**config.mk**
```make
export PLATFORM = sky130hd
export DESIGN_NAME = fire_control
export DESIGN_NICKNAME = d
export VERILOG_FILES = /design/src/rtl/weapons_pkg.sv /design/src/rtl/cycle_timer.sv /design/src/rtl/fire_control.sv
export SDC_FILE = /design/constraint.sdc
export NUM_CORES = 1
export LEC_CHECK = 0
export ABC_CLOCK_PERIOD_IN_PS = 4300
export BUFFER_PORTS_ARGS = -buffer_cell sky130_fd_sc_hd__buf_2
export CORE_MARGIN = 3
export CORE_UTILIZATION = 54
export CTS_BUF_LIST = sky130_fd_sc_hd__clkbuf_8 sky130_fd_sc_hd__clkbuf_16
export DETAILED_ROUTE_END_ITERATION = 16
export GPL_TIMING_DRIVEN = 0
export MAX_ROUTING_LAYER = met4
export PLACE_DENSITY = 0.95
export SYNTH_ARGS = -nofsm -noshare
export SYNTH_HDL_FRONTEND = slang
export SYNTH_HIERARCHICAL = 1
export SYNTH_SLANG_ARGS = --single-unit
```
**constraint.sdc**
```tcl
create_clock -name clk -period 4.3 [get_ports clk]
set_clock_uncertainty 0.2 [all_clocks]
set_input_delay 0 -clock clk [delete_from_list [all_inputs] [get_ports clk]]
set_output_delay 0 -clock clk [all_outputs]
set_load 0.01 [all_outputs]
```
**src/rtl/weapons_pkg.sv**
```systemverilog
// Shared constants and state encoding for the fire-control block.
package weapons_pkg;

  localparam int AMMO_W   = 9;
  localparam int MAX_AMMO = 500;

  localparam logic [3:0] ATTACK_MODE = 4'b0010;

  typedef enum logic [1:0] {
    ST_IDLE     = 2'b00,
    ST_FIRE     = 2'b01,
    ST_COOLDOWN = 2'b10,
    ST_RELOAD   = 2'b11
  } fc_state_e;

  // A timer loaded with N-1 reports done on its N-th cycle.
  function automatic logic [3:0] timer_preset(input int cycles);
    return 4'(cycles - 1);
  endfunction

endpackage

```
**src/rtl/cycle_timer.sv**
```systemverilog
// Loadable 4-bit down-counter; done is high while the count sits at zero.
module cycle_timer (
  input  logic       clk,
  input  logic       rst,
  input  logic       load,
  input  logic [3:0] load_val,
  input  logic       en,
  output logic       done
);

  logic [3:0] count_q;
  logic [3:0] count_d;

  always_comb begin
    count_d = count_q;
    if (load) begin
      count_d = load_val;
    end else if (en && (count_q != 4'd0)) begin
      count_d = count_q - 4'd1;
    end
  end

  always_ff @(posedge clk or negedge rst) begin
    if (!rst) begin
      count_q <= 4'd0;
    end else begin
      count_q <= count_d;
    end
  end

  assign done = (count_q == 4'd0);

endmodule

```
**src/rtl/fire_control.sv**
```systemverilog
// Weapon fire-control sequencer: single/auto/burst fire with cooldown,
// illegal-fire detection and clamped reload, all outputs registered.
module fire_control #(
  parameter int AMMO_W        = weapons_pkg::AMMO_W,
  parameter int COOLDOWN      = 3,
  parameter int BURST_LEN     = 3,
  parameter int RELOAD_CYCLES = 2,
  parameter int MAX_AMMO      = weapons_pkg::MAX_AMMO
) (
  input  logic              clk,
  input  logic              rst,
  input  logic [3:0]        mode_selector,
  input  logic              trigger,
  input  logic              burst_en,
  input  logic [AMMO_W-1:0] ammo_level,
  input  logic [AMMO_W-1:0] fire_rate,
  input  logic              reload_req,
  input  logic [AMMO_W-1:0] reload_amount,
  output logic              fire,
  output logic [AMMO_W-1:0] rate,
  output logic              load,
  output logic [AMMO_W-1:0] ammo_in,
  output logic              error,
  output logic              busy,
  output logic [1:0]        state
);
  import weapons_pkg::*;

  localparam logic [3:0]        CD_PRESET = timer_preset(COOLDOWN);
  localparam logic [3:0]        RL_PRESET = timer_preset(RELOAD_CYCLES);
  localparam logic [3:0]        BURST_MAX = 4'(BURST_LEN);
  localparam logic [AMMO_W-1:0] MAX_V     = AMMO_W'(MAX_AMMO);

  fc_state_e         state_q, state_d;
  logic [3:0]        shot_cnt_q, shot_cnt_d;
  logic              burst_q, burst_d;
  logic [AMMO_W-1:0] rate_q, rate_d;
  logic [AMMO_W-1:0] ammo_in_q, ammo_in_d;
  logic              fire_q, fire_d;
  logic              load_q, load_d;
  logic              error_q, error_d;
  logic              busy_q, busy_d;

  logic       attack;
  logic       ok;
  logic       enter_fire;
  logic       tmr_load;
  logic [3:0] tmr_val;
  logic       tmr_en;
  logic       tmr_done;

  assign attack = (mode_selector == ATTACK_MODE);
  assign ok     = attack && (fire_rate != '0) && (ammo_level >= fire_rate);
  assign tmr_en = (state_q == ST_COOLDOWN) || (state_q == ST_RELOAD);

  cycle_timer u_timer (
    .clk      (clk),
    .rst      (rst),
    .load     (tmr_load),
    .load_val (tmr_val),
    .en       (tmr_en),
    .done     (tmr_done)
  );

  always_comb begin
    state_d    = state_q;
    shot_cnt_d = shot_cnt_q;
    burst_d    = burst_q;
    rate_d     = rate_q;
    ammo_in_d  = ammo_in_q;
    error_d    = 1'b0;
    enter_fire = 1'b0;
    tmr_load   = 1'b0;
    tmr_val    = 4'd0;

    case (state_q)
      ST_IDLE: begin
        if (reload_req) begin
          state_d   = ST_RELOAD;
          ammo_in_d = (reload_amount > MAX_V) ? MAX_V : reload_amount;
          tmr_load  = 1'b1;
          tmr_val   = RL_PRESET;
        end else if (trigger) begin
          if (ok) begin
            enter_fire = 1'b1;
            burst_d    = burst_en;
          end else begin
            error_d = 1'b1;
          end
        end
      end

      ST_FIRE: begin
        if (!attack) begin
          state_d    = ST_IDLE;
          shot_cnt_d = 4'd0;
        end else begin
          state_d  = ST_COOLDOWN;
          tmr_load = 1'b1;
          tmr_val  = CD_PRESET;
        end
      end

      ST_COOLDOWN: begin
        // Mode abort wins over the repeat decision and is silent.
        if (!attack) begin
          state_d    = ST_IDLE;
          shot_cnt_d = 4'd0;
        end else if (tmr_done) begin
          if (burst_q) begin
            if ((shot_cnt_q < BURST_MAX) && ok) begin
              enter_fire = 1'b1;
            end else begin
              state_d    = ST_IDLE;
              shot_cnt_d = 4'd0;
              error_d    = (shot_cnt_q < BURST_MAX);
            end
          end else begin
            if (trigger && ok) begin
              enter_fire = 1'b1;
            end else begin
              state_d    = ST_IDLE;
              shot_cnt_d = 4'd0;
              error_d    = trigger;
            end
          end
        end
      end

      ST_RELOAD: begin
        if (tmr_done) begin
          state_d = ST_IDLE;
        end
      end

      default: state_d = ST_IDLE;
    endcase

    if (enter_fire) begin
      state_d    = ST_FIRE;
      rate_d     = fire_rate;
      shot_cnt_d = (shot_cnt_q == 4'hF) ? shot_cnt_q : shot_cnt_q + 4'd1;
    end

    fire_d = (state_d == ST_FIRE);
    load_d = (state_d == ST_RELOAD);
    busy_d = (state_d != ST_IDLE);
  end

  always_ff @(posedge clk or negedge rst) begin
    if (!rst) begin
      state_q    <= ST_IDLE;
      shot_cnt_q <= 4'd0;
      burst_q    <= 1'b0;
      rate_q     <= '0;
      ammo_in_q  <= '0;
      fire_q     <= 1'b0;
      load_q     <= 1'b0;
      error_q    <= 1'b0;
      busy_q     <= 1'b0;
    end else begin
      state_q    <= state_d;
      shot_cnt_q <= shot_cnt_d;
      burst_q    <= burst_d;
      rate_q     <= rate_d;
      ammo_in_q  <= ammo_in_d;
      fire_q     <= fire_d;
      load_q     <= load_d;
      error_q    <= error_d;
      busy_q     <= busy_d;
    end
  end

  assign fire    = fire_q;
  assign rate    = rate_q;
  assign load    = load_q;
  assign ammo_in = ammo_in_q;
  assign error   = error_q;
  assign busy    = busy_q;
  assign state   = state_q;

endmodule

```
### Word-level counts from Yosys, hierarchy flattened

Cells that the tools add are included.

* bits of input ports: 36
* register bits: 33

* reductions and logical operators: 16
* equality and inequality tests: 12
* bitwise operators: 1
* $lt $le $gt $ge: 3
* multiplexer cells: 46
* $add $sub $neg: 2

Operator list (count)
* $mux W4: 10
* $mux W2: 10
* $mux W1: 19
* $ne A5 B5 Y1 const B: 2
* $ge A9 B9 Y1: 1
* $gt A9 B9 Y1 const B: 1
* $mux W9: 1
* $reduce_bool A9 Y1: 1
* $pmux W2 S4: 1
* $pmux W4 S2: 1
* $eq A2 B2 Y1 const B: 3
* $pmux W1 S2: 3
* $reduce_and A6 Y1: 1
* $logic_and A1 B1 Y1: 5
* $add A4 B1 Y4 const B: 1
* $eq A2 B1 Y1 const B: 2
* $eq A4 B2 Y1 const B: 1
* $eq A4 B4 Y1 const B: 1
* $logic_not A4 Y1: 1
* $lt A4 B2 Y1 const B: 1
* $ne A4 B4 Y1 const B: 1
* $pmux W2 S2: 1
* $reduce_and A4 Y1: 1
* $reduce_bool A2 Y1: 2
* other kinds (9): 9

### Logic depth before layout (Yosys ltp)

Gate-level depths: netlist of run 1.

* depth after elaboration: 11
* mapped depth: 10

### By module

Netlist of run 1, hierarchy kept.

By module, submodules not included
* fire_control: cells each 167, area an instance 1611.5 um2, seq. area each 725.7 um2, times used 1
* cycle_timer: cells each 27, area an instance 270.3 um2, seq. area each 100.1 um2, times used 1

### Worst setup path before layout of run 1

OpenSTA, ideal clock, no wires.

* kind: reg2reg
* from: register shot_cnt_q[0]
* to: register rate_q[4] (netlist: rate[4])
* setup slack: 1.784 ns
* data required time: 3.975 ns
* data arrival time: 2.192 ns
* period minus slack after synthesis: 2.516 ns
* cell stages (with the launch flop): 8
* cells stage by stage: dfrtp_1 -> ha_1 -> or4b_1 -> a211oi_2 -> o211ai_2 -> nor2_8 -> buf_8 -> mux2_2

* cells in the longest elaborated chain, start to end: 7

RTL lines
* from (decl): RTL line fire_control.sv:35 `logic [3:0] shot_cnt_q, shot_cnt_d;`
* from (signal assigned): RTL line fire_control.sv:163 `shot_cnt_q <= shot_cnt_d;`
* $lt A4 B2 Y1: RTL line fire_control.sv:111 `if ((shot_cnt_q < BURST_MAX) && ok) begin`
* $logic_and A1 B1 Y1: RTL line fire_control.sv:111
* $mux W1: RTL line fire_control.sv:111
* $mux W1: RTL line fire_control.sv:110 `if (burst_q) begin`
* $mux W1: RTL line fire_control.sv:109 `end else if (tmr_done) begin`
* $mux W1: RTL line fire_control.sv:106 `if (!attack) begin`
* $pmux W1 S2: RTL line fire_control.sv:76 `case (state_q)`
* to (signal assigned): RTL line fire_control.sv:165 `rate_q <= rate_d;`
* to (decl): RTL line fire_control.sv:37 `logic [AMMO_W-1:0] rate_q, rate_d;`

Every way passes these cells.
A chain may end at the register's enable or synchronous reset.

### Worst setup path in the final report of run 1

* from: input fire_rate[8]
* to: register burst_q

* cells in the longest elaborated chain, start to end: 4

RTL lines
* from (decl): RTL line fire_control.sv:16 `input logic [AMMO_W-1:0] fire_rate,`
* parallel branches: the longest is 2 deep, another holds $ge A9 B9 Y1
* $logic_and A1 B1 Y1 (*): RTL line fire_control.sv:53 `assign ok = attack && (fire_rate != '0) && (ammo_level >= fire_rate);`
* $reduce_and A4 Y1 (no source line) (*)
* to (signal assigned): RTL line fire_control.sv:164 `burst_q <= burst_d;`
* to (decl): RTL line fire_control.sv:36 `logic burst_q, burst_d;`

Mark *: on every way between the ends.

==> flow_summary.html, run 1 <==
<table>
<tr><th>Metric</th><th>Value</th></tr>
<tr><th colspan="2">Run status</th></tr>
<tr><td>Status</td><td>finished, final reports clean</td></tr>
<tr><th colspan="2">Job</th></tr>
<tr><td>Maxcap violations</td><td>0</td></tr>
<tr><th colspan="2">Routing</th></tr>
<tr><td>Router iterations before antenna repair</td><td>4</td></tr>
<tr><td>Residual DRC</td><td>0</td></tr>
<tr><td>Drt wl/cell</td><td>16.6 um</td></tr>
<tr><td>Count of nets left with antenna violations after detail routing</td><td>0</td></tr>
<tr><td>Post-detailed-routing wire length</td><td>5540 um</td></tr>
<tr><td>Per-cell via count in the routed design</td><td>5.82</td></tr>
<tr><td>Number of DRC markers after the initial detailed-route iteration</td><td>165</td></tr>
<tr><td>Vias</td><td>1944</td></tr>
<tr><th colspan="2">Die</th></tr>
<tr><td>Vert. Die Dim</td><td>65.0 um</td></tr>
<tr><td>Die W</td><td>65.0 um</td></tr>
<tr><td># IOs</td><td>60</td></tr>
<tr><td>Total die area</td><td>4230 um2</td></tr>
<tr><td>Initial cell density of the core</td><td>0.592</td></tr>
<tr><td>Row count</td><td>20</td></tr>
<tr><td>Floorplan Core Area</td><td>3180 um2</td></tr>
<tr><th colspan="2">GRT</th></tr>
<tr><td>Total global routing track utilization</td><td>0.298</td></tr>
<tr><td>Met2 usage in global routing</td><td>0.453</td></tr>
<tr><td>Grt met3 use</td><td>0.0797</td></tr>
<tr><td>Via count of the first global-routing pass</td><td>1950</td></tr>
<tr><td>Most congested layer reported by global routing</td><td>met2</td></tr>
<tr><td>Wire length of the first global-routing pass</td><td>9250 um</td></tr>
<tr><td>Met1 track demand over resource in global routing</td><td>0.358</td></tr>
<tr><td>Largest net degree at the start of global routing</td><td>34</td></tr>
<tr><td>Congestion Overflow GR</td><td>0</td></tr>
<tr><td>Antenna violations before repair</td><td>0</td></tr>
<tr><th colspan="2">Setup path</th></tr>
<tr><td>Most repeated library cell on the critical path</td><td>dlygate4sd3_1</td></tr>
<tr><td>End of the worst register-to-register path</td><td>rate[4]$_DFFE_PN0P_</td></tr>
<tr><td>Reg-to-reg startpoint</td><td>u_timer/count_q[0]$_DFFE_PN0P_</td></tr>
<tr><td>CP Data Arrival Time</td><td>3370 ps</td></tr>
<tr><td>Worst path required time</td><td>4260 ps</td></tr>
<tr><td>Register-to-register setup slack</td><td>1360 ps</td></tr>
<tr><td>Cell with the largest stage delay on the worst path</td><td>a31oi_1</td></tr>
<tr><td>Critical Path Sink Type</td><td>flip-flop</td></tr>
<tr><td>First element of the critical path</td><td>fire_rate[8]</td></tr>
<tr><td>Startpoint class of the critical path</td><td>input pin</td></tr>
<tr><td>Combined buffer and inverter count along the critical path</td><td>4</td></tr>
<tr><td>Cell class contributing the biggest share of worst-path delay</td><td>buffers and inverters</td></tr>
<tr><td>Critical path type</td><td>in2reg</td></tr>
<tr><td>Cell-by-cell trace of the critical path</td><td>dlygate4sd3_1 &gt; buf_2 &gt; inv_1 &gt; ha_1 &gt; a21oi_1 &gt; o211ai_1 &gt; a31oi_1 &gt; nor2_1 &gt; nand2_1 &gt; mux2_2 &gt; dlygate4sd3_1</td></tr>
<tr><td>Critical path fanouts, max</td><td>7</td></tr>
<tr><td>Cell depth of the worst flop-to-flop path</td><td>9</td></tr>
<tr><td>Maximum cell stage delay along the critical path</td><td>710 ps</td></tr>
<tr><th colspan="2">Clock tree</th></tr>
<tr><td>Post-CTS clock slew at the launch and capture registers of the worst setup and hold paths</td><td>60 ps</td></tr>
<tr><td>CTS tree</td><td>done</td></tr>
<tr><td>Resized cells post-CTS</td><td>0</td></tr>
<tr><td>Number of clock buffers inserted by TritonCTS</td><td>5</td></tr>
<tr><td>Maximum count of clock buffers along a single path</td><td>2</td></tr>
<tr><td>Clock sink total</td><td>33</td></tr>
<tr><td>Skew-Pair Late Insertion Delay</td><td>280 ps</td></tr>
<tr><td>Root buffer selected by CTS</td><td>clkbuf_8</td></tr>
<tr><td>H-tree levels</td><td>2</td></tr>
<tr><th colspan="2">STA</th></tr>
<tr><td>Final Setup Violations</td><td>0</td></tr>
<tr><td>Max-slew violation total from the final report</td><td>0</td></tr>
<tr><td>Unrepaired setup endpoints after global routing</td><td>no</td></tr>
<tr><td>Setup_tns</td><td>0 ps</td></tr>
<tr><td>Worst max-slew margin expressed relative to the limit</td><td>0.376</td></tr>
<tr><td>Hold Vio Cnt, Final</td><td>0</td></tr>
<tr><td>Final worst path period share</td><td>0.792</td></tr>
<tr><td>Actual transition at the worst max-transition pin</td><td>931 ps</td></tr>
<tr><td>Post-layout minimum cycle time</td><td>3410 ps</td></tr>
<tr><td>Highest Clock Rate</td><td>0.294 GHz</td></tr>
<tr><th colspan="2">Layout</th></tr>
<tr><td>Fraction of final layout cells with drive strength greater than 1</td><td>0.297</td></tr>
<tr><td>Fin area</td><td>2610 um2</td></tr>
<tr><td>Area added between synthesis and finish</td><td>38.8%</td></tr>
<tr><td>Fraction of the core area covered by cells at the end of the flow</td><td>0.822</td></tr>
<tr><td>Number of nets at the end of the flow</td><td>337</td></tr>
<tr><td>Filler cell count</td><td>183</td></tr>
<tr><td>Final antenna diode count</td><td>0</td></tr>
<tr><th colspan="2">Place</th></tr>
<tr><td>Number of buffers added on ports</td><td>59</td></tr>
<tr><td>Half-perimeter wire length after detailed placement</td><td>3240 um</td></tr>
<tr><td>Global placement routability congestion</td><td>0.854</td></tr>
<tr><td>Placed standard-cell area</td><td>2240 um2</td></tr>
<tr><th colspan="2">Power and ir drop</th></tr>
<tr><td>Clock network fraction of design power</td><td>0.189</td></tr>
<tr><td>Areal power density over the cells</td><td>470 nW/um2</td></tr>
<tr><td>Sequential power share</td><td>0.381</td></tr>
<tr><td>VDD IR-drop max</td><td>0.394 mV</td></tr>
<tr><td>Internal power summed over all cells</td><td>753 uW</td></tr>
<tr><td>Switching share of total power</td><td>0.386</td></tr>
<tr><td>Leak</td><td>1.36 nW</td></tr>
<tr><td>Power dissipated by switching net loads</td><td>474 uW</td></tr>
<tr><td>Logic gate share of total power</td><td>0.430</td></tr>
<tr><th colspan="2">Logic synthesis</th></tr>
<tr><td>Count of flip-flops with a built-in enable after synthesis</td><td>0</td></tr>
<tr><td>Synthesis Warnings</td><td>6</td></tr>
<tr><td>Share of synthesized area occupied by flip-flops and latches</td><td>0.439</td></tr>
<tr><td>Instance count of the mapped netlist</td><td>194</td></tr>
<tr><td>Cell variety after synth</td><td>53</td></tr>
<tr><td>Most instantiated flip-flop cell in the synthesis netlist</td><td>dfrtp_1</td></tr>
<tr><td>Number of flip-flops and latches in the synthesized netlist</td><td>33</td></tr>
<tr><td>Post-synthesis instance area</td><td>1880 um2</td></tr>
<tr><td>Share of synthesized registers carrying an async set or reset</td><td>1.00</td></tr>
<tr><td>Synthesized area per cell</td><td>9.70 um2</td></tr>
<tr><th colspan="2">Min path</th></tr>
<tr><td>Min-delay worst type</td><td>in2async</td></tr>
</table>
[final cells by class]
cell class / count / area (um2) / area share
multi-input cells: 142 / 966 / 0.370
clock buffers: 6 / 82.6 / 0.0316
clock inverters: 1 / 3.75 / 0.00144
flip-flops and latches: 33 / 826 / 0.316
inverters: 15 / 56.3 / 0.0216
repair buffers: 88 / 586 / 0.224
plain buffers: 5 / 37.5 / 0.0144
well taps: 44 / 55.1 / 0.0211
[placed cells by master, fill, tap and decap left out, types with 5 or more instances in the layout]
master,n
inv_1,15
nand2_1,39
buf_2,59
o21ai_0,9
dfrtp_1,33
clkbuf_8,6
nor3_1,5
a21oi_1,7
ha_1,11
dlygate4sd3_1,29
nor2_1,8
mux2_2,8
nand3_1,5
[through the flow]
| step | hold WS [ps] | instances | setup slack [ps] | power, mW |
|---|---|---|---|---|
| finish | 106 | 334 | 894 | 1.23 |
| global route | 153 | 334 | 808 | 1.30 |
| CTS | 67.2 | 334 | 1150 | 1.19 |
| detailed placement | -100 | 298 | 1530 | 0.921 |
| global placement | -107 | 298 | 1580 | 0.899 |
| floorplan | -496 | 195 | 1780 | 0.762 |
[cell families (layout without fill, tap and decap cells)]
kind of cell,count (synthesis),count (layout),share of synthesized area
AND/OR/NAND/NOR,82,82,0.236
flip-flops,33,33,0.439
AO/OA/AOI/OAI,37,37,0.140
buffers and inverters,20,115,0.0499
adder cells (fa/ha/maj),11,11,0.0731
multiplexers,10,10,0.0598
other,1,2,0.00199
[synthesized netlist by cell type, types with 2 or more instances]
| cell type | n | area share |
|---|---|---|
| nor2_1 | 8 | 0.016 |
| o211ai_1 | 2 | 0.0080 |
| nand3_1 | 5 | 0.013 |
| dfrtp_1 | 33 | 0.44 |
| nand2_1 | 39 | 0.078 |
| o21ai_0 | 9 | 0.024 |
| ha_1 | 11 | 0.073 |
| nor4_1 | 2 | 0.0066 |
| a21oi_1 | 7 | 0.019 |
| o31a_1 | 2 | 0.0093 |
| clkbuf_1 | 3 | 0.0060 |
| nand2b_1 | 2 | 0.0066 |
| o211ai_2 | 2 | 0.013 |
| nor4b_2 | 2 | 0.016 |
| mux2_2 | 8 | 0.048 |
| inv_1 | 14 | 0.028 |
| nor2b_1 | 3 | 0.010 |
| mux2_1 | 2 | 0.012 |
| nor3_1 | 5 | 0.013 |
| a22o_1 | 2 | 0.0093 |
[power groups by stage]
stage               Clock, mW  Sequential [mW]  Combinational [mW]
floorplan                   0            0.490               0.272
finish                  0.231            0.468               0.528
CTS                     0.234            0.459               0.493
detailed placement          0            0.461               0.459
global placement            0            0.460               0.439
global route            0.248            0.478               0.579
[worst max-delay path by stage]
stage | endpoint | slack [ps] | cells after the start
2_1_floorplan | rate[4]$_DFFE_PN0P_ | 1780 | 7
3_3_place_gp | rate[4]$_DFFE_PN0P_ | 1580 | 9
3_5_place_dp | rate[7]$_DFFE_PN0P_ | 1530 | 9
4_1_cts | burst_q$_DFFE_PN0P_ | 1150 | 11
5_1_grt | burst_q$_DFFE_PN0P_ | 810 | 11
6_report | burst_q$_DFFE_PN0P_ | 890 | 11
[sequential cells by signal (all words and copies together), names as in the netlist]
name / flops
ammo_in: 9
rate: 9
shot_cnt_q: 4
u_timer/count_q: 4
state: 2
burst_q: 1
busy: 1
error: 1
fire: 1
load: 1
[routing by layer]
metal,vias to the layer above,part of all wire
met3,29,0.089
met1,919,0.39
met4,0,0.049
met2,118,0.47
li1,878,-
met5,-,0
[timing repair]
item / 4_1_cts / 5_1_grt
hold buffers: 29 / 0
buffers inserted: 0 / 0
hold endpoints to repair: 57 / 0
endpoints found under the setup margin: 0 / 0
No activity file was read; power rests on OpenSTA's default activity.
==> run 2: changes to the inputs <==
Settings changed: ABC_AREA set to 1, ABC_CLOCK_PERIOD_IN_PS 4300 to 3000, CORE_UTILIZATION 54 to 46, PLACE_DENSITY 0.95 to 0.86.
Clock period 4.3 ns to 3 ns, I/O delays scaled along.
==> flow_summary.html, run 2 <==
<table>
<tr><th>Metric</th><th>Value</th></tr>
<tr><th colspan="2">Routing</th></tr>
<tr><td>Number of DRC markers after the initial detailed-route iteration</td><td>117</td></tr>
<tr><td>Count of nets left with antenna violations after detail routing</td><td>0</td></tr>
<tr><td>Residual DRC</td><td>0</td></tr>
<tr><td>Post-detailed-routing wire length</td><td>5040 um</td></tr>
<tr><td>Drt wl/cell</td><td>12.7 um</td></tr>
<tr><td>Router iterations before antenna repair</td><td>4</td></tr>
<tr><td>Vias</td><td>1944</td></tr>
<tr><td>Per-cell via count in the routed design</td><td>4.90</td></tr>
<tr><th colspan="2">Setup path</th></tr>
<tr><td>Startpoint class of the critical path</td><td>flip-flop</td></tr>
<tr><td>Critical path fanouts, max</td><td>10</td></tr>
<tr><td>Maximum cell stage delay along the critical path</td><td>440 ps</td></tr>
<tr><td>Register-to-register setup slack</td><td>820 ps</td></tr>
<tr><td>Worst path required time</td><td>2970 ps</td></tr>
<tr><td>Critical path type</td><td>reg2reg</td></tr>
<tr><td>Critical Path Sink Type</td><td>flip-flop</td></tr>
<tr><td>Cell with the largest stage delay on the worst path</td><td>dfrtp_1</td></tr>
<tr><td>Most repeated library cell on the critical path</td><td>nand2_1</td></tr>
<tr><td>Cell-by-cell trace of the critical path</td><td>nor2_1 &gt; nand2_1 &gt; clkbuf_1 &gt; o21ai_0 &gt; inv_2 &gt; nand2_2 &gt; nand2_1 &gt; nand2_1</td></tr>
<tr><td>CP Data Arrival Time</td><td>2150 ps</td></tr>
<tr><th colspan="2">Place</th></tr>
<tr><td>Half-perimeter wire length after detailed placement</td><td>3510 um</td></tr>
<tr><td>Instance count after placement with tap cells included</td><td>365</td></tr>
<tr><td>Placed standard-cell area</td><td>2370 um2</td></tr>
<tr><td>Number of buffers added on ports</td><td>59</td></tr>
<tr><td>Global placement routability congestion</td><td>0.814</td></tr>
<tr><th colspan="2">Clock tree</th></tr>
<tr><td>Skew-Pair Late Insertion Delay</td><td>280 ps</td></tr>
<tr><td>CTS tree</td><td>done</td></tr>
<tr><td>Post-CTS clock slew at the launch and capture registers of the worst setup and hold paths</td><td>70 ps</td></tr>
<tr><td>H-tree levels</td><td>2</td></tr>
<tr><td>Number of clock buffers inserted by TritonCTS</td><td>5</td></tr>
<tr><td>Root buffer selected by CTS</td><td>clkbuf_8</td></tr>
<tr><td>Clock sink total</td><td>33</td></tr>
<tr><td>Maximum count of clock buffers along a single path</td><td>2</td></tr>
<tr><th colspan="2">Logic synthesis</th></tr>
<tr><td>Count of flip-flops with a built-in enable after synthesis</td><td>0</td></tr>
<tr><td>Portion of synthesized cell area occupied by the leading cell type</td><td>0.411</td></tr>
<tr><td>Dominant cells by area after synthesis</td><td>dfrtp_1 41%, nand2_1 14%, inv_1 6.9%, ha_1 6.8%, nor2_1 4.1%</td></tr>
<tr><td>Number of flip-flops and latches in the synthesized netlist</td><td>33</td></tr>
<tr><td>Most instantiated flip-flop cell in the synthesis netlist</td><td>dfrtp_1</td></tr>
<tr><td>Top cells by count, synth</td><td>73 x nand2_1, 37 x inv_1, 33 x dfrtp_1, 22 x nor2_1</td></tr>
<tr><td>Post-synthesis instance area</td><td>2010 um2</td></tr>
<tr><td>Share of synthesized registers carrying an async set or reset</td><td>1.00</td></tr>
<tr><td>Instance count of the mapped netlist</td><td>255</td></tr>
<tr><td>Cell variety after synth</td><td>30</td></tr>
<tr><td>Share of synthesized area occupied by flip-flops and latches</td><td>0.411</td></tr>
<tr><td>Cell type with the highest aggregate area in the netlist</td><td>dfrtp_1</td></tr>
<tr><td>Synthesis Warnings</td><td>6</td></tr>
<tr><td>Synthesized area per cell</td><td>7.89 um2</td></tr>
<tr><td>Count leader, synth</td><td>nand2_1</td></tr>
<tr><th colspan="2">STA</th></tr>
<tr><td>Max-slew violation total from the final report</td><td>0</td></tr>
<tr><td>Final worst path period share</td><td>0.725</td></tr>
<tr><td>Final Setup Violations</td><td>0</td></tr>
<tr><td>Unrepaired setup endpoints after global routing</td><td>no</td></tr>
<tr><td>Highest Clock Rate</td><td>0.459 GHz</td></tr>
<tr><td>Worst max-slew margin expressed relative to the limit</td><td>0.412</td></tr>
<tr><td>Post-layout minimum cycle time</td><td>2180 ps</td></tr>
<tr><td>Setup_tns</td><td>0 ps</td></tr>
<tr><td>Hold Vio Cnt, Final</td><td>0</td></tr>
<tr><td>Actual transition at the worst max-transition pin</td><td>873 ps</td></tr>
<tr><th colspan="2">GRT</th></tr>
<tr><td>Congestion Overflow GR</td><td>0</td></tr>
<tr><td>Wire length of the first global-routing pass</td><td>8540 um</td></tr>
<tr><td>Via count of the first global-routing pass</td><td>1917</td></tr>
<tr><td>Antenna violations before repair</td><td>0</td></tr>
<tr><td>Largest net degree at the start of global routing</td><td>34</td></tr>
<tr><td>Total global routing track utilization</td><td>0.217</td></tr>
<tr><th colspan="2">Layout</th></tr>
<tr><td>Fin area</td><td>2710 um2</td></tr>
<tr><td>Final std cells w/o fill</td><td>397</td></tr>
<tr><td>Area added between synthesis and finish</td><td>34.7%</td></tr>
<tr><td>Final antenna diode count</td><td>0</td></tr>
<tr><td>Most frequent cells in the layout</td><td>73 x nand2_1, 59 x buf_2, 38 x inv_1, 33 x dfrtp_1, 25 x dlygate4sd3_1</td></tr>
<tr><td>Number of nets at the end of the flow</td><td>394</td></tr>
<tr><td>Sequential cell area</td><td>826 um2</td></tr>
<tr><td>Filler cell count</td><td>320</td></tr>
<tr><td>Multi-input gate area in the final layout</td><td>996 um2</td></tr>
<tr><td>Most common cell after layout, fill and taps aside</td><td>nand2_1</td></tr>
<tr><td>Fraction of final layout cells with drive strength greater than 1</td><td>0.280</td></tr>
<tr><th colspan="2">Die</th></tr>
<tr><td>Total die area</td><td>5200 um2</td></tr>
<tr><td>Vert. Die Dim</td><td>72.1 um</td></tr>
<tr><td># IOs</td><td>60</td></tr>
<tr><td>Die W</td><td>72.1 um</td></tr>
<tr><td>Row count</td><td>23</td></tr>
<tr><td>Initial cell density of the core</td><td>0.489</td></tr>
<tr><td>Floorplan Core Area</td><td>4120 um2</td></tr>
<tr><th colspan="2">Power and ir drop</th></tr>
<tr><td>Areal power density over the cells</td><td>687 nW/um2</td></tr>
<tr><td>Total power after layout</td><td>1.86 mW</td></tr>
<tr><td>Leak</td><td>1.53 nW</td></tr>
<tr><td>VDD IR-drop max</td><td>0.558 mV</td></tr>
<tr><th colspan="2">Run status</th></tr>
<tr><td>Status</td><td>finished, final reports clean</td></tr>
<tr><th colspan="2">Job</th></tr>
<tr><td>Maxcap violations</td><td>0</td></tr>
<tr><th colspan="2">Min path</th></tr>
<tr><td>Min-delay worst type</td><td>in2reg</td></tr>
</table>
-- run 2: changes by cell type after synthesis, sizes merged, moves of 4 or more --
cell / delta
nand3: +9
mux2: -10
nand2: +40
inv: +24
nor3: -4
o211ai: -4
a21oi: +9
nand4: +5
nor2: +24
-- run 2: layout make-up --
class	instances	area share
buffer	4	0.0157
clock buffer	6	0.0305
clock inverter	1	0.00139
inverter	40	0.0554
multi-input combinational	179	0.368
sequential	33	0.305
tap	50	0.0231
timing repair buffer	84	0.201
-- run 2: layer usage --
| layer | wire (um) | global-route usage |
|---|---|---|
| met1 | 2050 | 0.244 |
| met2 | 2700 | 0.382 |
| met3 | 198 | 0.0374 |
| met4 | 96 | 0.0814 |
| met5 | 0 | - |
-- run 2: worst max-delay path, delay by kind of cell, from the launching register on --
kind | cells | cell delay, ps
AO/OA/AOI/OAI | 1 | 420
flip-flops | 1 | 440
AND/OR/NAND/NOR | 5 | 430
buffers and inverters | 2 | 570
-- run 2: metrics by stage --
| stage | worst slack [ps] | hold slack [ps] | util |
|---|---|---|---|
| final | 824 | 13.2 | 0.658 |
| after global routing | 533 | 48.7 | 0.658 |
| after CTS | 819 | 11.5 | 0.658 |
| after detailed placement | 827 | -85.9 | 0.576 |
| after global placement | 851 | -93.3 | 0.576 |
| after floorplan | 1130 | -496 | - |
-- run 2: cells by family after synthesis --
group,count (synthesis),synth area share
compound gates,28,0.0871
xor+xnor,1,0.00436
fa+ha+maj,11,0.0684
buf+inv,44,0.0958
flops,33,0.411
other cells,1,0.00187
simple gates,137,0.332
-- run 2: worst paths after layout --
kind / start / endpoint / depth (start not counted)
worst max-delay path: state[1]$_DFF_PN0_ / u_timer/count_q[1]$_DFFE_PN0P_ / 8
worst min-delay path: trigger / burst_q$_DFFE_PN0P_ / 5
worst max register to register: state[1]$_DFF_PN0_ / u_timer/count_q[1]$_DFFE_PN0P_ / 8
worst min register to register: ammo_in[1]$_DFFE_PN0P_ / ammo_in[1]$_DFFE_PN0P_ / 2
max in group asynchronous: rst / load$_DFF_PN0_ / 2
min in group asynchronous: rst / u_timer/count_q[3]$_DFFE_PN0P_ / 2
-- run 2: where the power goes --
group	total, mW	switching (mW)	internal, mW	leakage, nW
combinational	0.829	0.481	0.348	1.06
clock	0.335	0.156	0.179	0.0485
sequential	0.696	0.103	0.594	0.423
-- run 2: repair_timing --
| action | CTS | global route |
|---|---|---|
| hold buffers | 25 | 0 |
| hold endpoints to repair | 56 | 0 |
| resized for setup | 0 | 0 |
| setup buffers | 0 | 0 |
==> run 3: changes to the inputs <==
Settings changed: ABC_AREA 1 to 0, ABC_CLOCK_PERIOD_IN_PS 3000 to 2000, PLACE_DENSITY 0.86 to 0.87.
Clock period 3 ns to 2 ns, I/O delays scaled along.
==> flow_summary.html, run 3 (synthesized netlist as in run 1, its figures left out) <==
<table>
<tr><th>Metric</th><th>Value</th></tr>
<tr><th colspan="2">Layout</th></tr>
<tr><td>Fraction of the core area covered by cells at the end of the flow</td><td>0.739</td></tr>
<tr><td>Area added between synthesis and finish</td><td>49.1%</td></tr>
<tr><td>Most frequent cells in the layout</td><td>59 x buf_2, 38 x nand2_1, 32 x dfrtp_1, 23 x dlygate4sd3_1, 16 x inv_1</td></tr>
<tr><td>Fraction of final layout cells with drive strength greater than 1</td><td>0.387</td></tr>
<tr><td>Most common cell after layout, fill and taps aside</td><td>buf_2</td></tr>
<tr><td>Final antenna diode count</td><td>0</td></tr>
<tr><td>Final std cells w/o fill</td><td>350</td></tr>
<tr><td>Number of nets at the end of the flow</td><td>348</td></tr>
<tr><th colspan="2">Power and ir drop</th></tr>
<tr><td>Areal power density over the cells</td><td>986 nW/um2</td></tr>
<tr><td>Total power after layout</td><td>2.77 mW</td></tr>
<tr><td>Leak</td><td>1.44 nW</td></tr>
<tr><td>VDD IR-drop max</td><td>0.823 mV</td></tr>
<tr><th colspan="2">Place</th></tr>
<tr><td>Half-perimeter wire length after detailed placement</td><td>3210 um</td></tr>
<tr><td>Instance count after placement with tap cells included</td><td>302</td></tr>
<tr><td>Number of buffers added on ports</td><td>59</td></tr>
<tr><td>Global placement routability congestion</td><td>0.793</td></tr>
<tr><th colspan="2">Routing</th></tr>
<tr><td>Drt wl/cell</td><td>15.7 um</td></tr>
<tr><td>Per-cell via count in the routed design</td><td>5.41</td></tr>
<tr><td>Residual DRC</td><td>0</td></tr>
<tr><td>Count of nets left with antenna violations after detail routing</td><td>0</td></tr>
<tr><td>Router iterations before antenna repair</td><td>4</td></tr>
<tr><td>Post-detailed-routing wire length</td><td>5490 um</td></tr>
<tr><td>Number of DRC markers after the initial detailed-route iteration</td><td>153</td></tr>
<tr><td>Vias</td><td>1895</td></tr>
<tr><th colspan="2">GRT</th></tr>
<tr><td>Wire length of the first global-routing pass</td><td>9010 um</td></tr>
<tr><td>Via count of the first global-routing pass</td><td>2000</td></tr>
<tr><td>Antenna violations before repair</td><td>0</td></tr>
<tr><td>Largest net degree at the start of global routing</td><td>34</td></tr>
<tr><td>Grt met3 use</td><td>0.0475</td></tr>
<tr><td>Met1 track demand over resource in global routing</td><td>0.275</td></tr>
<tr><td>Most congested layer reported by global routing</td><td>met2</td></tr>
<tr><td>Total global routing track utilization</td><td>0.230</td></tr>
<tr><td>Met2 usage in global routing</td><td>0.396</td></tr>
<tr><td>Congestion Overflow GR</td><td>0</td></tr>
<tr><th colspan="2">Clock tree</th></tr>
<tr><td>Post-CTS clock slew at the launch and capture registers of the worst setup and hold paths</td><td>60 ps</td></tr>
<tr><td>CTS tree</td><td>done</td></tr>
<tr><td>Clock sink total</td><td>33</td></tr>
<tr><td>Skew-Pair Late Insertion Delay</td><td>280 ps</td></tr>
<tr><td>Number of clock buffers inserted by TritonCTS</td><td>5</td></tr>
<tr><td>H-tree levels</td><td>2</td></tr>
<tr><td>Maximum count of clock buffers along a single path</td><td>2</td></tr>
<tr><td>Root buffer selected by CTS</td><td>clkbuf_8</td></tr>
<tr><th colspan="2">STA</th></tr>
<tr><td>Final worst path period share</td><td>1.23</td></tr>
<tr><td>Final Setup Violations</td><td>17</td></tr>
<tr><td>Post-layout minimum cycle time</td><td>2470 ps</td></tr>
<tr><td>Highest Clock Rate</td><td>0.405 GHz</td></tr>
<tr><td>Post-layout worst setup margin</td><td>-470 ps</td></tr>
<tr><td>Hold Vio Cnt, Final</td><td>0</td></tr>
<tr><td>Max-slew violation total from the final report</td><td>0</td></tr>
<tr><td>Actual transition at the worst max-transition pin</td><td>776 ps</td></tr>
<tr><td>Unrepaired setup endpoints after global routing</td><td>yes</td></tr>
<tr><td>Final Hold Slack</td><td>29.2 ps</td></tr>
<tr><td>Worst max-slew margin expressed relative to the limit</td><td>0.476</td></tr>
<tr><th colspan="2">Setup path</th></tr>
<tr><td>End of the worst register-to-register path</td><td>shot_cnt_q[1]$_DFFE_PN0P_</td></tr>
<tr><td>Critical Path Sink Type</td><td>flip-flop</td></tr>
<tr><td>Critical path type</td><td>reg2reg</td></tr>
<tr><td>Reg-to-reg startpoint</td><td>shot_cnt_q[1]$_DFFE_PN0P_</td></tr>
<tr><td>Cell with the largest stage delay on the worst path</td><td>or4b_4</td></tr>
<tr><td>Cell-by-cell trace of the critical path</td><td>ha_4 &gt; or4b_4 &gt; and2_1 &gt; o31a_1 &gt; o311ai_1 &gt; a22o_1</td></tr>
<tr><td>Startpoint class of the critical path</td><td>flip-flop</td></tr>
<tr><td>Critical path fanouts, max</td><td>3</td></tr>
<tr><td>Worst path required time</td><td>2020 ps</td></tr>
<tr><td>Maximum cell stage delay along the critical path</td><td>500 ps</td></tr>
<tr><td>Cell depth of the worst flop-to-flop path</td><td>6</td></tr>
<tr><td>CP Data Arrival Time</td><td>2490 ps</td></tr>
<tr><td>Register-to-register setup slack</td><td>-470 ps</td></tr>
<tr><th colspan="2">Run status</th></tr>
<tr><td>Status</td><td>finished, violations left</td></tr>
<tr><td>Violations in the final reports</td><td>setup timing</td></tr>
<tr><th colspan="2">Min path</th></tr>
<tr><td>Worst hold start</td><td>trigger</td></tr>
<tr><td>Min-delay worst type</td><td>in2reg</td></tr>
<tr><td>Hold path cells</td><td>4</td></tr>
<tr><td>Hold path endpoint</td><td>error$_DFF_PN0_</td></tr>
<tr><th colspan="2">Job</th></tr>
<tr><td>Maxcap violations</td><td>0</td></tr>
<tr><th colspan="2">Die</th></tr>
<tr><td>Total die area</td><td>4890 um2</td></tr>
<tr><td>Vert. Die Dim</td><td>70.0 um</td></tr>
<tr><td>Die W</td><td>70.0 um</td></tr>
<tr><td>Floorplan Core Area</td><td>3800 um2</td></tr>
<tr><td>Row count</td><td>22</td></tr>
<tr><td># IOs</td><td>60</td></tr>
<tr><td>Initial cell density of the core</td><td>0.495</td></tr>
</table>
-- run 3: cell count changes in the layout (fill, tap and decap cells not counted), sizes merged, moves of 4 or more --
cell    before  now
inv         39   16
nand2       79   39
a21oi       16    7
nor2        33    9
o211ai       0    4
nand4        6    1
buf         61   80
mux2         0   10
nand3       14    5
nor3         1    5
-- run 3: area by class of cell --
type,instances,area (um2)
inverter,15,56.3
clock buffer,5,68.8
clock inverter,3,15.0
sequential,33,827
fill,247,992
tap,48,60.1
multi-input combinational,142,1060
buffer,5,56.3
timing repair buffer,99,661
-- run 3: what timing repair did --
item                                   4_1_cts  5_1_grt
endpoints found under the hold margin       57        1
setup endpoints to repair                   19       21
resized for setup                           13       13
pin swaps                                    5        2
buffers inserted                            11        6
hold buffers                                22        1
-- run 3: worst max path at each step --
| stage | slack, ps | from | cells after the start | end |
|---|---|---|---|---|
| 2_1_floorplan | -460 | shot_cnt_q[1]$_DFFE_PN0P_ | 7 | rate[4]$_DFFE_PN0P_ |
| 3_3_place_gp | -690 | u_timer/count_q[0]$_DFFE_PN0P_ | 9 | rate[5]$_DFFE_PN0P_ |
| 6_report | -470 | shot_cnt_q[1]$_DFFE_PN0P_ | 6 | shot_cnt_q[1]$_DFFE_PN0P_ |
| 4_1_cts | -490 | shot_cnt_q[0]$_DFFE_PN0P_ | 7 | rate[6]$_DFFE_PN0P_ |
| 3_5_place_dp | -730 | u_timer/count_q[0]$_DFFE_PN0P_ | 9 | rate[4]$_DFFE_PN0P_ |
| 5_1_grt | -530 | shot_cnt_q[1]$_DFFE_PN0P_ | 6 | shot_cnt_q[1]$_DFFE_PN0P_ |
-- run 3: layer usage --
metal | up-vias | part of all wire
li1 | 893 | -
met1 | 928 | 0.40
met2 | 65 | 0.54
met3 | 9 | 0.049
met4 | 0 | 0.013
met5 | - | 0
-- run 3: power by group --
part           leakage [nW]  switching (mW)  total, mW  internal (mW)
Sequential            0.430           0.133      0.994          0.861
Combinational         0.964           0.674       1.30          0.628
Clock                0.0467           0.235      0.470          0.236
Total                  1.44            1.04       2.77           1.72
-- run 3: worst max-delay path, delay by kind of cell, from the launching register on --
family | cells | cell delay [ps]
AO/OA/AOI/OAI | 3 | 910
AND/OR/NAND/NOR | 2 | 710
flip-flops | 1 | 410
adder cells (fa/ha/maj) | 1 | 170
-- run 3: metrics by stage --
step,setup TNS [ps],instance area (um2),worst slack [ps]
floorplan,-5520,1900,-464
global placement,-9510,2260,-688
detailed placement,-10160,2260,-729
CTS,-6520,2710,-487
global route,-7920,2810,-532
finish,-6830,2810,-470
